===== config.mk =====
export PLATFORM = sky130hd
export DESIGN_NAME = fetch_if_stage
export DESIGN_NICKNAME = d
export VERILOG_FILES = /design/src/rtl/fetch_if_stage.sv
export SDC_FILE = /design/constraint.sdc
export NUM_CORES = 1
export LEC_CHECK = 0
export BUFFER_PORTS_ARGS = -buffer_cell sky130_fd_sc_hd__buf_2
export CORE_MARGIN = 2
export CORE_UTILIZATION = 58
export DETAILED_ROUTE_END_ITERATION = 10
export PLACE_DENSITY = 0.81
export RECOVER_POWER = 25
export SYNTH_ARGS = -nofsm -noshare
export SYNTH_HDL_FRONTEND = slang
export SYNTH_SLANG_ARGS = --single-unit

===== constraint.sdc =====
create_clock -name clk -period 2.51 [get_ports clk]
set_input_delay 0.502 -clock clk [delete_from_list [all_inputs] [get_ports clk]]
set_output_delay 0.502 -clock clk [all_outputs]
set_load 0.005 [all_outputs]

===== src/rtl/fetch_if_stage.sv =====
// fetch_if_stage
//   Instruction-fetch stage plus IF/ID pipeline register for the LEGv8
//   pipeline. Owns the fetch PC, talks to instruction memory over a
//   req/ready handshake, applies hazard stalls, decode flushes and
//   taken-branch redirects, and parks one fetched word in a hold buffer
//   when decode is stalled so nothing is lost or delivered twice.
//
// Ports
//   clk            rising-edge clock
//   reset          asynchronous active-low reset
//   imem_req       fetch request valid
//   imem_addr      fetch address (current fetch PC)
//   imem_ready     memory accepts the request and returns imem_rdata
//   imem_rdata     instruction word, valid on accept
//   stall_F        hold IF/ID, do not advance
//   flush_D        squash IF/ID contents
//   branch_taken   one-cycle redirect pulse
//   branch_target  redirect address (low two bits ignored)
//   instr_D        IF/ID instruction
//   pc_D           IF/ID PC of instr_D
//   valid_D        instr_D is a real instruction

module fetch_if_stage #(
    parameter int          N        = 64,
    parameter logic [N-1:0] RESET_PC = '0
) (
    input  logic         clk,
    input  logic         reset,
    output logic         imem_req,
    output logic [N-1:0] imem_addr,
    input  logic         imem_ready,
    input  logic [31:0]  imem_rdata,
    input  logic         stall_F,
    input  logic         flush_D,
    input  logic         branch_taken,
    input  logic [N-1:0] branch_target,
    output logic [31:0]  instr_D,
    output logic [N-1:0] pc_D,
    output logic         valid_D
);

    typedef enum logic [1:0] {
        S_FETCH   = 2'd0,
        S_HELD    = 2'd1,
        S_DISCARD = 2'd2
    } state_e;

    state_e         state_q, state_d;
    logic [N-1:0]   pc_q, pc_d;
    logic [N-1:0]   pend_q, pend_d;
    logic [31:0]    buf_instr_q, buf_instr_d;
    logic [N-1:0]   buf_pc_q, buf_pc_d;
    logic [31:0]    instr_q, instr_d;
    logic [N-1:0]   pcd_q, pcd_d;
    logic           valid_q, valid_d;

    logic           accept;
    logic [N-1:0]   target;
    logic [N-1:0]   pc_inc;
    logic           load_ifid;
    logic [31:0]    load_instr;
    logic [N-1:0]   load_pc;

    assign accept = imem_req & imem_ready;
    assign target = {branch_target[N-1:2], 2'b00};
    assign pc_inc = pc_q + N'(4);

    // State register
    always_ff @(posedge clk or negedge reset) begin
        if (!reset) begin
            state_q <= S_FETCH;
        end else begin
            state_q <= state_d;
        end
    end

    // Next-state logic
    always_comb begin
        state_d = state_q;
        case (state_q)
            S_FETCH: begin
                if (branch_taken) begin
                    state_d = accept ? S_FETCH : S_DISCARD;
                end else if (accept && stall_F) begin
                    state_d = S_HELD;
                end
            end
            S_HELD: begin
                if (branch_taken || !stall_F) begin
                    state_d = S_FETCH;
                end
            end
            S_DISCARD: begin
                // A redirect arriving together with the accept still drops
                // the data; the newest target is applied below.
                if (accept) begin
                    state_d = S_FETCH;
                end
            end
            default: state_d = S_FETCH;
        endcase
    end

    // Outputs: request is forced low combinationally while reset is held
    always_comb begin
        imem_req  = reset & (state_q != S_HELD);
        imem_addr = pc_q;
        instr_D   = instr_q;
        pc_D      = pcd_q;
        valid_D   = valid_q;
    end

    // Datapath next-state
    always_comb begin
        pc_d        = pc_q;
        pend_d      = pend_q;
        buf_instr_d = buf_instr_q;
        buf_pc_d    = buf_pc_q;
        load_ifid   = 1'b0;
        load_instr  = imem_rdata;
        load_pc     = pc_q;

        case (state_q)
            S_FETCH: begin
                if (branch_taken) begin
                    // Address must stay stable until accept, so an
                    // un-accepted request keeps pc_q and the target waits.
                    if (accept) pc_d   = target;
                    else        pend_d = target;
                end else if (accept) begin
                    pc_d = pc_inc;
                    if (stall_F) begin
                        buf_instr_d = imem_rdata;
                        buf_pc_d    = pc_q;
                    end else begin
                        load_ifid = 1'b1;
                    end
                end
            end
            S_HELD: begin
                // Buffer occupancy is the state itself, so leaving HELD on
                // a redirect is enough to drop the parked word.
                if (branch_taken) begin
                    pc_d = target;
                end else if (!stall_F) begin
                    load_ifid  = 1'b1;
                    load_instr = buf_instr_q;
                    load_pc    = buf_pc_q;
                end
            end
            S_DISCARD: begin
                if (branch_taken) begin
                    if (accept) pc_d   = target;
                    else        pend_d = target;
                end else if (accept) begin
                    pc_d = pend_q;
                end
            end
            default: ;
        endcase

        instr_d = instr_q;
        pcd_d   = pcd_q;
        valid_d = valid_q;
        if (flush_D) begin
            instr_d = '0;
            valid_d = 1'b0;
        end else if (!stall_F) begin
            if (load_ifid) begin
                instr_d = load_instr;
                pcd_d   = load_pc;
                valid_d = 1'b1;
            end else begin
                valid_d = 1'b0;
            end
        end
    end

    always_ff @(posedge clk or negedge reset) begin
        if (!reset) begin
            pc_q        <= RESET_PC;
            pend_q      <= '0;
            buf_instr_q <= '0;
            buf_pc_q    <= '0;
            instr_q     <= '0;
            pcd_q       <= '0;
            valid_q     <= 1'b0;
        end else begin
            pc_q        <= pc_d;
            pend_q      <= pend_d;
            buf_instr_q <= buf_instr_d;
            buf_pc_q    <= buf_pc_d;
            instr_q     <= instr_d;
            pcd_q       <= pcd_d;
            valid_q     <= valid_d;
        end
    end

endmodule


Word level (Yosys, flattened, before mapping)
Cells that the tools add are included.
{"block": "classes", "add_sub_neg": 1, "n_eq_ne": 10, "n_mux": 28, "n_bitwise": 6, "n_reduce_logical": 13}
{"cell": "two-way mux 64 bit", "count": 8}
{"cell": "one-hot mux 64 bit (3 select lines)", "count": 1}
{"cell": "two-way mux 32 bit", "count": 5}
{"cell": "adder 64 x 3 -> 64 bit (second input constant)", "count": 1}
{"cell": "two-way mux 2 bit", "count": 5}
{"cell": "inequality test 3 bit (second input constant)", "count": 3}
{"cell": "AND reduction 3 bit", "count": 3}
{"cell": "AND reduction 4 bit", "count": 2}
{"cell": "two-way mux 1 bit", "count": 7}
{"cell": "inequality test 2 bit (second input constant)", "count": 3}
{"cell": "one-hot mux 2 bit (3 select lines)", "count": 1}
{"cell": "inequality test 2 x 1 -> 1 bit (second input constant)", "count": 2}
{"cell": "NOT 1 bit", "count": 4}
{"cell": "nonzero test 3 bit", "count": 1}
{"cell": "AND 1 bit", "count": 2}
{"cell": "== test 2 x 1 -> 1 bit (second input constant)", "count": 1}
{"cell": "== test 2 bit (second input constant)", "count": 1}
{"cell": "zero test 2 bit", "count": 1}
{"cell": "one-hot mux 1 bit (2 select lines)", "count": 1}
{"cell": "AND reduction 2 bit", "count": 1}
{"cell": "nonzero test 2 bit", "count": 1}
{"cell": "OR reduction 2 bit", "count": 1}
{"cell": "logical AND 1 bit", "count": 1}
{"cell": "zero test 1 bit", "count": 1}
{"cell": "logical OR 1 bit", "count": 1}
{"block": "totals", "ff_bits": 321, "inputBits": 102, "output_inout_bits": 162, "wordCells": 66}

Logic depth before layout (Yosys ltp)
Gate-level depths: netlist of the first run.
{"block": "depth", "ltp_word": 9, "ltp_mapped": 11, "depth_no_buf": 8}

Least setup slack after synthesis of the first run
No wires, ideal clock.
{"block": "synth_path", "kind": "reg2reg", "start": "register state_q[1]", "end": "register pc_q[56] (netlist: imem_addr[56])", "setup_time_ns": 0.134, "arrival_ns": 2.169, "required_time_ns": 2.376, "slack_ns": 0.207, "path_stages_with_launch": 11, "n_path_buf": 4, "synth_period_minus_slack_ns": 2.303, "cell_sequence": "dfrtp_1 > inv_1 > ha_1 > clkbuf_1 > inv_1 > clkbuf_1 > clkbuf_1 > clkbuf_1 > nand2_1 > a32oi_1 > o31ai_1"}
{"block": "synth_via", "elab_chain_cells": 6, "elab_cells_between_ends": 15, "cone_classes": "6 x eq/ne; 4 x mux; 2 x bitwise; 3 x reduce/logical"}
{"element": "start: declaration", "line": "48", "rtl": "state_e state_q, state_d;"}
{"element": "start signal: assignment", "line": "73", "rtl": "state_q <= state_d;"}
{"element": "inequality test 2 x 1 -> 1 bit", "line": "106", "rtl": "imem_req = reset & (state_q != S_HELD);"}
{"element": "AND 1 bit", "line": "106"}
{"element": "AND 1 bit", "line": "64", "rtl": "assign accept = imem_req & imem_ready;"}
{"element": "two-way mux 64 bit"}
{"element": "two-way mux 64 bit, on equally long branches"}
{"element": "one-hot mux 64 bit (3 select lines)", "line": "123", "rtl": "case (state_q)"}
{"element": "end signal: assignment", "line": "189", "rtl": "pc_q <= pc_d;"}
{"element": "end: declaration", "line": "49", "rtl": "logic [N-1:0] pc_q, pc_d;"}
Parallel ways exist; a longest one is shown, timed or not.
A chain may end at the register's enable or synchronous reset.

Final worst setup path of the first run
{"block": "layout_path", "start": "register state_q[0]", "end": "register pend_q[56]"}
{"block": "layout_via", "elab_chain_cells": 5, "elab_cells_between_ends": 8, "cone_classes": "2 x eq/ne; 3 x bitwise; 3 x reduce/logical"}
{"element": "inequality test 2 x 1 -> 1 bit", "line": "106"}
{"element": "AND 1 bit", "line": "106"}
{"element": "AND 1 bit", "line": "64"}
{"element": "NOT 1 bit (no line)"}
{"element": "AND reduction 3 bit (no line) (*)"}
{"element": "end signal: assignment", "line": "190", "rtl": "pend_q <= pend_d;"}
{"element": "end: declaration", "line": "50", "rtl": "logic [N-1:0] pend_q, pend_d;"}
Mark *: on every way between the ends. The rest lies on a longest branch, timed or not.

==> reports/results.ini, run 1 <==
[setup_path]
crit_path_end = pend_q[56]$_DFFE_PN0P_
setup.worst_path.end_class = register
r2r_start = state_q[0]$_DFFE_PN0P_
crit_type = reg -> reg
start_kind = register
path_max_fanout = 44
r2r_end = pend_q[56]$_DFFE_PN0P_
worstSetupStartpoint = state_q[0]$_DFFE_PN0P_
ff2ff_path_depth = 7
reg2reg_slack_ns = 0.07
critPathRequiredTime_ns = 2.91
worstPathArrival_ns = 2.85

[routing]
ant_nets = 0
routedWlPerCell_um = 23.0
dr.pass1.iters = 6
drt_iter0_drc = 1564
avgViaCountPerCell = 6.53
vias = 16200
wl_um = 56900
drc = 0

[clocking]
ctsRootBufferMaster = clkbuf_16
clock_path_buffers = 3
clk_latency_ns = 0.53
cts.htree.levels = 2
cts_tree = done
cts.clk_slew.worst_paths_ns = 0.06
numCtsBuffers = 36
cts_sinks = 321

[synthesis]
ys_warn_count = 0
synthesis.area_sq_um = 17300
synth_seq_cells = 321
synth_cell_types = 77
synth_cells = 1789
synth_edf_count = 0
syn_avg_cell_area_sq_um = 9.66
synth_nets = 1896
seq_area_frac_synth_pct = 46.5
netlist_top_cells_area = dfrtp_1 46%, mux2_2 10%, mux2i_1 6.7%, a21oi_1 5.2%, nor2_1 3.8%
async_flop_share_pct = 100
yosysTopAreaCell = dfrtp_1
yosysTopAreaCellShare_pct = 46.5
synth_flop_cell = dfrtp_1

[hold_path]
worstHoldPathType = in -> reg

[sta]
relSlewSlack_pct = 8.86
period_needed_ns = 2.44
hold_viol_final = 0
worst_slew_pin_slew_ns = 1.37
slew_viol_final = 0
fin_worst_skew_ns = 0.0196
fmax_ghz = 0.409
finalSetupViolations = 0
holdWs_ns = 0.224
finalSetupTns_ns = 0
period_share_pct = 97.4
rsz0062_at_grt = no

[floorplanning]
core_area_sq_um = 29500
fp.dieH_um = 177
die_area_sq_um = 31200
die_w_um = 177
start_util_pct = 58.6
row_count = 63
io_pins = 264

[pwr]
p_sw_share_pct = 39.4
p_switching_mw = 10.1
p_int_mw = 15.5
power_frac_clock_pct = 21.4
combPwrFrac_pct = 43.1
finalPower_mw = 25.6
total_leakage_power_nw = 9.03
power_density_nw_per_um2 = 1220
ir_worst_vdd_mv = 0.752
seqPwrFrac_pct = 35.5

[grt]
grt_antenna_before_repair = 0
first_global_vias = 15400
grt_max_degree = 134
overflow = 0
grt.total_usage_pct = 35.8
grt_pass1_wl_um = 87100

[place]
place.port_buffers = 261
gp_congestion = 0.998
dpl.hpwl_um = 39200

[layout]
final_util_pct = 70.9
final-seq-area_sq_um = 8030
nets = 2169
layout_commonest_cell = dfrtp_1
multi_input_area_sq_um = 8580
drive_gt1_share_pct = 29.5
fillers = 2249
area_growth_pct = 21.0
layout_common_cells = 320 x dfrtp_1, 226 x buf_2, 177 x a21oi_1

[run]
drv_cap = 0

[run_status]
status = complete, no violations

## metrics by stage
stage	setup slack, ns	std cells	area (sq um)
floorplan	0.207	1789	17300
global placement	0.108	2410	19700
detailed placement	0.0683	2410	19700
CTS	0.0297	2475	20900
global route	0.00548	2478	20900
finish	0.0651	2479	20900
## power by group through the flow
stage          Combinational (mW)  Clock (mW)  Sequential [mW]
2_1_floorplan                6.24           0             8.78
3_3_place_gp                 10.4           0             8.91
3_5_place_dp                 10.7           0             9.08
4_1_cts                      10.8        5.52             9.02
5_1_grt                      11.9        5.73             9.34
6_report                     11.0        5.47             9.08
## what timing repair did
action	CTS	global route
setup buffers	0	2
hold buffers	1	0
hold endpoints to repair	4	0
resized for setup	0	11
endpoints found under the setup margin	0	63
## critical path: stages (launching register included)
cell and delay [ns]:
dfrtp_1 0.43, inv_1 0.09, ha_1 0.24, buf_4 0.19
o21ai_0 0.28, or2_2 0.37, buf_12 0.30, mux2_2 0.38
## kinds of logic after synthesis
| family | after synthesis | synth area share, % |
|---|---|---|
| multiplexers | 271 | 16.8 |
| buffers and inverters | 183 | 4.23 |
| adder cells (fa/ha/maj) | 5 | 0.362 |
| AND/OR/NAND/NOR | 496 | 13.8 |
| flip-flops | 321 | 46.5 |
| XOR/XNOR | 7 | 0.355 |
| AO/OA/AOI/OAI | 506 | 18.0 |
## state kept, by name, indices dropped and copies added, names as in the netlist
| register | cells |
|---|---|
| buf_pc_q | 64 |
| state_q | 2 |
| valid_D | 1 |
| buf_instr_q | 32 |
| pc_D | 64 |
| instr_D | 32 |
| imem_addr | 64 |
| pend_q | 62 |
## cell usage after synthesis, types with 19 or more instances
| master | n |
|---|---|
| dfrtp_1 | 321 |
| a21oi_1 | 178 |
| nor2_1 | 175 |
| mux2_2 | 156 |
| nand2_1 | 143 |
| clkbuf_1 | 129 |
| o21ai_0 | 121 |
| mux2i_1 | 115 |
| a211oi_1 | 39 |
| nand4_1 | 32 |
| nand3_1 | 30 |
| a31oi_1 | 28 |
| buf_2 | 27 |
| nor3_1 | 22 |
| a22o_1 | 19 |
## routing by layer
layer  up-vias  track usage, %  share of wire (%)
li1       7092               -                  -
met1      7950            51.6                 42
met2      1018            53.6                 44
met3       131            8.12                 11
met4         0            11.9                3.1
met5         -               0                  0
## worst min path at each step
stage | slack (ns) | end | depth (start not counted) | startpoint
floorplan | 0.21 | buf_instr_q[0]$_DFFE_PN0P_ | 0 | reset
global placement | 0.32 | state_q[0]$_DFFE_PN0P_ | 1 | reset
detailed placement | 0.32 | state_q[0]$_DFFE_PN0P_ | 1 | reset
CTS | 0.22 | buf_instr_q[5]$_DFFE_PN0P_ | 2 | imem_rdata[5]
global route | 0.22 | buf_instr_q[16]$_DFFE_PN0P_ | 2 | imem_rdata[16]
finish | 0.22 | buf_instr_q[5]$_DFFE_PN0P_ | 2 | imem_rdata[5]
## final cells by class
class | count | share of cell area (%)
flip-flops and latches | 321 | 38.4
diodes | 1 | 0.0120
clock inverters | 14 | 1.03
clock buffers | 50 | 4.80
well taps | 390 | 2.33
inverters | 11 | 0.197
multi-input cells | 1285 | 41.0
repair buffers | 407 | 12.2
No activity file was read; power rests on OpenSTA's default activity.
==> inputs of run 2 (changes only) <==
- REMOVE_ABC_BUFFERS: default -> 1
==> run 2 against run 1 <==
  * The run now ends with max-capacitance violations, max-slew violations left
  * Critical path depth fell by 1
  * Sequential cell count did not move
  * Design area fell by 0.42%
  * Sequential share of layout area rose by 0.16 points
  * Core utilization fell by 0.30 points
  * Fmax rose by 0.35%
  * Clock power fell by 2%
  * Cell count fell by 0.93%
  * Largest cell class unchanged
  * Largest power group unchanged
  * Highest routed layer is now met5
==> reports/results.ini, run 2 (synthesized netlist as in run 1, its figures left out) <==
[place]
place.port_buffers = 261  ; unchanged
gp_congestion = 0.947  ; -5.1%
dpl.cell_count = 2392  ; -0.75%
dp_slack_ns = 0.155  ; +0.0867 ns
dpl_cell_area_sq_um = 19600  ; -0.36%
dpl.hpwl_um = 35600  ; -9.1%

[setup_path]
critical_path.top_delay_family = simple AND/OR/NAND/NOR gates
worstPathArrival_ns = 2.84  ; about the same
crit_type = reg -> reg
critPathRequiredTime_ns = 2.91  ; about the same
timing.critical_path.buf_inv = 0  ; -3
start_kind = register
crit_top_cell = nand4_1
path_cells = nand4_1 -> nor4_4 -> nand4_1 -> nand3_1 -> o41ai_1 -> o32a_1
ff2ff_path_depth = 6  ; -1
slowest_delay_ns = 0.55  ; +0.12 ns
r2r_start = imem_addr[10]$_DFFE_PN0P_
reg2reg_slack_ns = 0.07  ; about the same
slowest_stage = nor4_4
setup.worst_path.end_class = register
r2r_end = imem_addr[51]$_DFFE_PN0P_
path_max_fanout = 9  ; -80%

[sta]
fmax_ghz = 0.410  ; +0.35%
relSlewSlack_pct = -9.58  ; -18 points
finalSetupViolations = 0  ; unchanged
fin_worst_skew_ns = 0.0158  ; -0.00381 ns
period_share_pct = 97.1  ; -0.34 points
holdWs_ns = 0.242  ; +0.0182 ns
fin_ws_ns = 0.0737  ; +0.00863 ns
worst_slew_pin_slew_ns = 1.64  ; +0.277 ns
hold_viol_final = 0  ; unchanged
finalSetupTns_ns = 0  ; unchanged
period_needed_ns = 2.44  ; -0.00863 ns
rsz0062_at_grt = no
slew_viol_final = 29  ; +29

[layout]
area_growth_pct = 20.5
layout_commonest_cell = dfrtp_1
drive_gt1_share_pct = 30.6  ; +1.0 points
stdcell_count = 2456  ; -0.93%
layout_common_cells = 320 x dfrtp_1, 260 x buf_2, 177 x a21oi_1
final_area_sq_um = 20800  ; -0.42%
final-seq-area_sq_um = 8030  ; unchanged
nets = 2147  ; -1.0%
multi_input_area_sq_um = 8590  ; about the same
fillers = 2208  ; -1.8%
final_util_pct = 70.6  ; -0.30 points

[floorplanning]
io_pins = 264  ; unchanged
die_area_sq_um = 31200  ; unchanged
core_area_sq_um = 29500  ; unchanged
die_w_um = 177  ; unchanged
start_util_pct = 58.6  ; unchanged
fp.dieH_um = 177  ; unchanged
row_count = 63  ; unchanged

[pwr]
finalPower_mw = 24.7  ; -3.3%
power_density_nw_per_um2 = 1190  ; -2.9%
total_leakage_power_nw = 9.04  ; about the same
ir_worst_vdd_mv = 0.729  ; -3.0%

[routing]
drt_iter0_drc = 1515  ; -3.1%
drc = 0  ; unchanged
ant_nets = 0  ; unchanged
vias = 15700  ; -2.9%
avgViaCountPerCell = 6.40  ; -2.0%
routedWlPerCell_um = 21.5  ; -6.2%
dr.pass1.iters = 7  ; +1
wl_um = 52900  ; -7.1%

[grt]
grt_max_degree = 129  ; -3.7%
overflow = 0  ; unchanged
grt_antenna_before_repair = 5  ; +5
first_global_vias = 15500  ; +0.62%
grt.total_usage_pct = 33.3  ; -2.4 points
grt_pass1_wl_um = 82800  ; -4.9%

[clocking]
clk_latency_ns = 0.52  ; about the same
cts.clk_slew.worst_paths_ns = 0.06  ; about the same
cts_tree = done
cts.htree.levels = 2  ; unchanged
holdBufCountCts = 0  ; -1
numCtsBuffers = 35  ; -2.8%
clock_path_buffers = 3  ; unchanged
ctsRootBufferMaster = clkbuf_16
cts_sinks = 321  ; unchanged

[run_status]
status = finished with violations
failed_checks = max-capacitance violations, max-slew violations

[hold_path]
worstHoldPathType = in -> reg
whs_endpoint = pend_q[48]$_DFFE_PN0P_
min-delay-start = branch_target[48]
holdPathStages = 2  ; unchanged

[run]
drv_cap = 1  ; +1

run 2: changes by cell type in the layout (fill, tap and decap cells not counted), sizes merged:
cell,delta
clkbuf,-31
buf,+9
diode,+2
bufinv,-1
clkinv,-1
clkinvlp,+1
dlygate4sd3,-1
inv,-1
run 2: worst max path at each step:
stage | slack [ns] | from | cells past startpoint | endpoint
after floorplan | -10.99 | state_q[1]$_DFFE_PN0P_ | 6 | pc_D[0]$_DFFE_PN0P_
after global placement | 0.13 | imem_addr[10]$_DFFE_PN0P_ | 6 | imem_addr[51]$_DFFE_PN0P_
after detailed placement | 0.16 | state_q[1]$_DFFE_PN0P_ | 9 | imem_addr[49]$_DFFE_PN0P_
after CTS | 0.07 | state_q[1]$_DFFE_PN0P_ | 5 | imem_req
after global routing | 0.005 | imem_addr[10]$_DFFE_PN0P_ | 6 | imem_addr[51]$_DFFE_PN0P_
final | 0.07 | imem_addr[10]$_DFFE_PN0P_ | 6 | imem_addr[51]$_DFFE_PN0P_
run 2: routing by layer:
metal | part of all wire [%] | global-route usage, % | vias to the layer above
met5 | 0.077 | 0 | -
met4 | 3.1 | 13.1 | 6
met3 | 9.7 | 7.02 | 141
met2 | 47 | 53.7 | 817
met1 | 41 | 44.3 | 7722
li1 | - | - | 7036
run 2: final cells by class:
class | count | share of cell area [%]
Timing Repair Buffer | 386 | 11.9
Multi-Input combinational cell | 1285 | 41.2
Sequential cell | 321 | 38.6
Clock inverter | 12 | 0.793
Antenna cell | 3 | 0.0360
Clock buffer | 48 | 4.93
Inverter | 11 | 0.198
Tap cell | 390 | 2.34
run 2: report_power, final:
part / internal (mW) / switching, mW
clock network: 3.27 / 2.11
registers: 7.46 / 1.60
logic: 4.67 / 5.60
total: 15.4 / 9.32
run 2: repair_timing:
action,4_1_cts,5_1_grt
setup endpoints to repair,0,14
gates resized for setup,0,7
buffers inserted,0,0
==> inputs of run 3 (changes only) <==
==> constraint.sdc (replaced) <==
create_clock -name clk -period 2.51 [get_ports clk]
set_input_delay 0.251 -clock clk [delete_from_list [all_inputs] [get_ports clk]]
set_output_delay 0.251 -clock clk [all_outputs]
set_load 0.005 [all_outputs]
==> run 3 against run 2 <==
  * The run now ends clean
  * Fmax up 1.2%
  * First-iteration DRC count up 3.9%
  * Setup slack better by 0.030 ns
  * Critical path depth up 3
  * Design area up 3.6%
  * Die area unchanged
  * Global-route usage up 1.5 points
  * Clock skew up 0.0067 ns
  * Clock-buffer cell count down 1
  * Non-clock buffer count up 72
  * Critical endpoint is now pc_D[6]$_DFFE_PN0P_
  * Highest routed layer is now met4
==> reports/results.ini, run 3 (synthesized netlist as in run 1, its figures left out) <==
[place]
gp_congestion = 0.954  ; +0.77%
dpl.hpwl_um = 36000  ; +1.1%
dp_slack_ns = 0.144  ; -0.0111 ns
place.port_buffers = 261  ; unchanged
dpl.cell_count = 2398  ; +0.25%

[layout]
layout_common_cells = 321 x dfrtp_1, 231 x buf_2, 177 x a21oi_1
fillers = 2072  ; -6.2%
final_util_pct = 73.2  ; +2.5 points
drive_gt1_share_pct = 28.7  ; -1.9 points
area_growth_pct = 24.8
stdcell_count = 2536  ; +3.3%
nets = 2221  ; +3.4%
layout_commonest_cell = dfrtp_1

[clocking]
clock_path_buffers = 3  ; unchanged
cts.clk_slew.worst_paths_ns = 0.06  ; about the same
clk_latency_ns = 0.54  ; +0.02 ns
cts.htree.levels = 2  ; unchanged
ctsRootBufferMaster = clkbuf_16
numCtsBuffers = 37  ; +5.7%
cts_tree = done
postCtsSetupBuffers = 0  ; unchanged
cts_sinks = 321  ; unchanged

[run_status]
status = complete, no violations

[routing]
drc = 0  ; unchanged
avgViaCountPerCell = 6.42  ; +0.31%
vias = 16300  ; +3.6%
wl_um = 55500  ; +4.8%
ant_nets = 0  ; unchanged
routedWlPerCell_um = 21.9  ; +1.5%
drt_iter0_drc = 1574  ; +3.9%
dr.pass1.iters = 5  ; -2

[setup_path]
slowest_delay_ns = 0.42  ; -0.13 ns
slowest_stage = dfrtp_1
timing.critical_path.buf_inv = 2  ; +2
setup.worst_path.end_class = register
worstSetupStartpoint = state_q[1]$_DFFE_PN0P_
critPathRequiredTime_ns = 2.95  ; +0.04 ns
start_kind = register
crit_type = reg -> reg
worstPathArrival_ns = 2.85  ; about the same
path_cells = inv_1 -> ha_2 -> and3b_2 -> and2_1 -> o21ba_2 -> nor2b_4 -> buf_12 -> nor2_1 -> a21oi_1
r2r_start = state_q[1]$_DFFE_PN0P_
path_max_fanout = 76  ; +67
critical_path.top_delay_family = simple AND/OR/NAND/NOR gates

[grt]
first_global_vias = 16300  ; +5.5%
grt_pass1_wl_um = 86600  ; +4.6%
grt_max_degree = 163  ; +26%
overflow = 0  ; unchanged
grt.total_usage_pct = 34.9  ; +1.5 points
grt_antenna_before_repair = 2  ; -3

[hold_path]
min-delay-start = branch_target[59]
worstHoldPathType = in -> reg

[sta]
fin_ws_ns = 0.103  ; +0.0297 ns
fin_worst_skew_ns = 0.0226  ; +0.00675 ns
finalSetupViolations = 0  ; unchanged
finalSetupTns_ns = 0  ; unchanged
rsz0062_at_grt = no
slew_viol_final = 0  ; -100%
hold_viol_final = 0  ; unchanged
worst_slew_pin_slew_ns = 1.50  ; -0.148 ns
period_share_pct = 95.9  ; -1.2 points
relSlewSlack_pct = 0.312  ; +9.9 points
period_needed_ns = 2.41  ; -0.0297 ns
fmax_ghz = 0.416  ; +1.2%

[pwr]
power_density_nw_per_um2 = 1180  ; -0.38%
ir_worst_vdd_mv = 0.785  ; +7.7%
total_leakage_power_nw = 9.29  ; +2.7%

[floorplanning]
die_area_sq_um = 31200  ; unchanged
row_count = 63  ; unchanged
core_area_sq_um = 29500  ; unchanged
start_util_pct = 58.6  ; unchanged
io_pins = 264  ; unchanged
die_w_um = 177  ; unchanged
fp.dieH_um = 177  ; unchanged

[run]
drv_cap = 0  ; -1

-- run 3: cell type report --
class | count | area (sq um) | share of cell area (%)
multi-input combinational | 1285 | 8570 | 39.7
sequential | 321 | 8030 | 37.2
timing repair buffer | 458 | 3100 | 14.4
clock buffer | 47 | 1040 | 4.80
tap | 390 | 488 | 2.26
clock inverter | 21 | 295 | 1.37
inverter | 11 | 41.3 | 0.191
antenna | 3 | 7.51 | 0.0348
-- run 3: worst paths after layout --
check,slack (ns),end,depth (start not counted)
worst min-delay path,0.005,pend_q[59]$_DFFE_PN0P_,2
min in group asynchronous,0.11,imem_addr[50]$_DFFE_PN0P_,2
max in group asynchronous,0.70,pend_q[63]$_DFFE_PN0P_,3
worst min register to register,0.49,buf_pc_q[8]$_DFFE_PN0P_,2
worst max-delay path,0.10,pc_D[6]$_DFFE_PN0P_,9
worst max register to register,0.10,pc_D[6]$_DFFE_PN0P_,9
-- run 3: repair_timing --
action | CTS | global route
endpoints found under the hold margin | 72 | 1
hold buffers | 66 | 1
gates resized for setup | 0 | 5
setup endpoints to repair | 0 | 5
-- run 3: report_power, final --
part / internal (mW) / total, mW / switching [mW] / leakage (nW)
registers: 7.47 / 9.15 / 1.68 / 3.95
logic: 4.72 / 10.5 / 5.77 / 4.68
clock network: 3.66 / 5.88 / 2.22 / 0.651
-- run 3: metal layers --
metal	vias up	track usage [%]	share of wire, %
li1	7187	-	-
met1	7973	44.5	39
met3	167	8.31	10
met5	-	0	0
met2	958	57.2	48
met4	0	14.3	3.4
-- run 3: stage by stage --
step	hold WS [ns]	instance area, sq um	total power [mW]
global placement	0.0565	19600	18.6
global route	0.00271	21600	26.9
floorplan	-0.0446	16600	14.7
detailed placement	0.0571	19600	19.2
CTS	0.000448	21600	25.3
finish	0.00450	21600	25.5
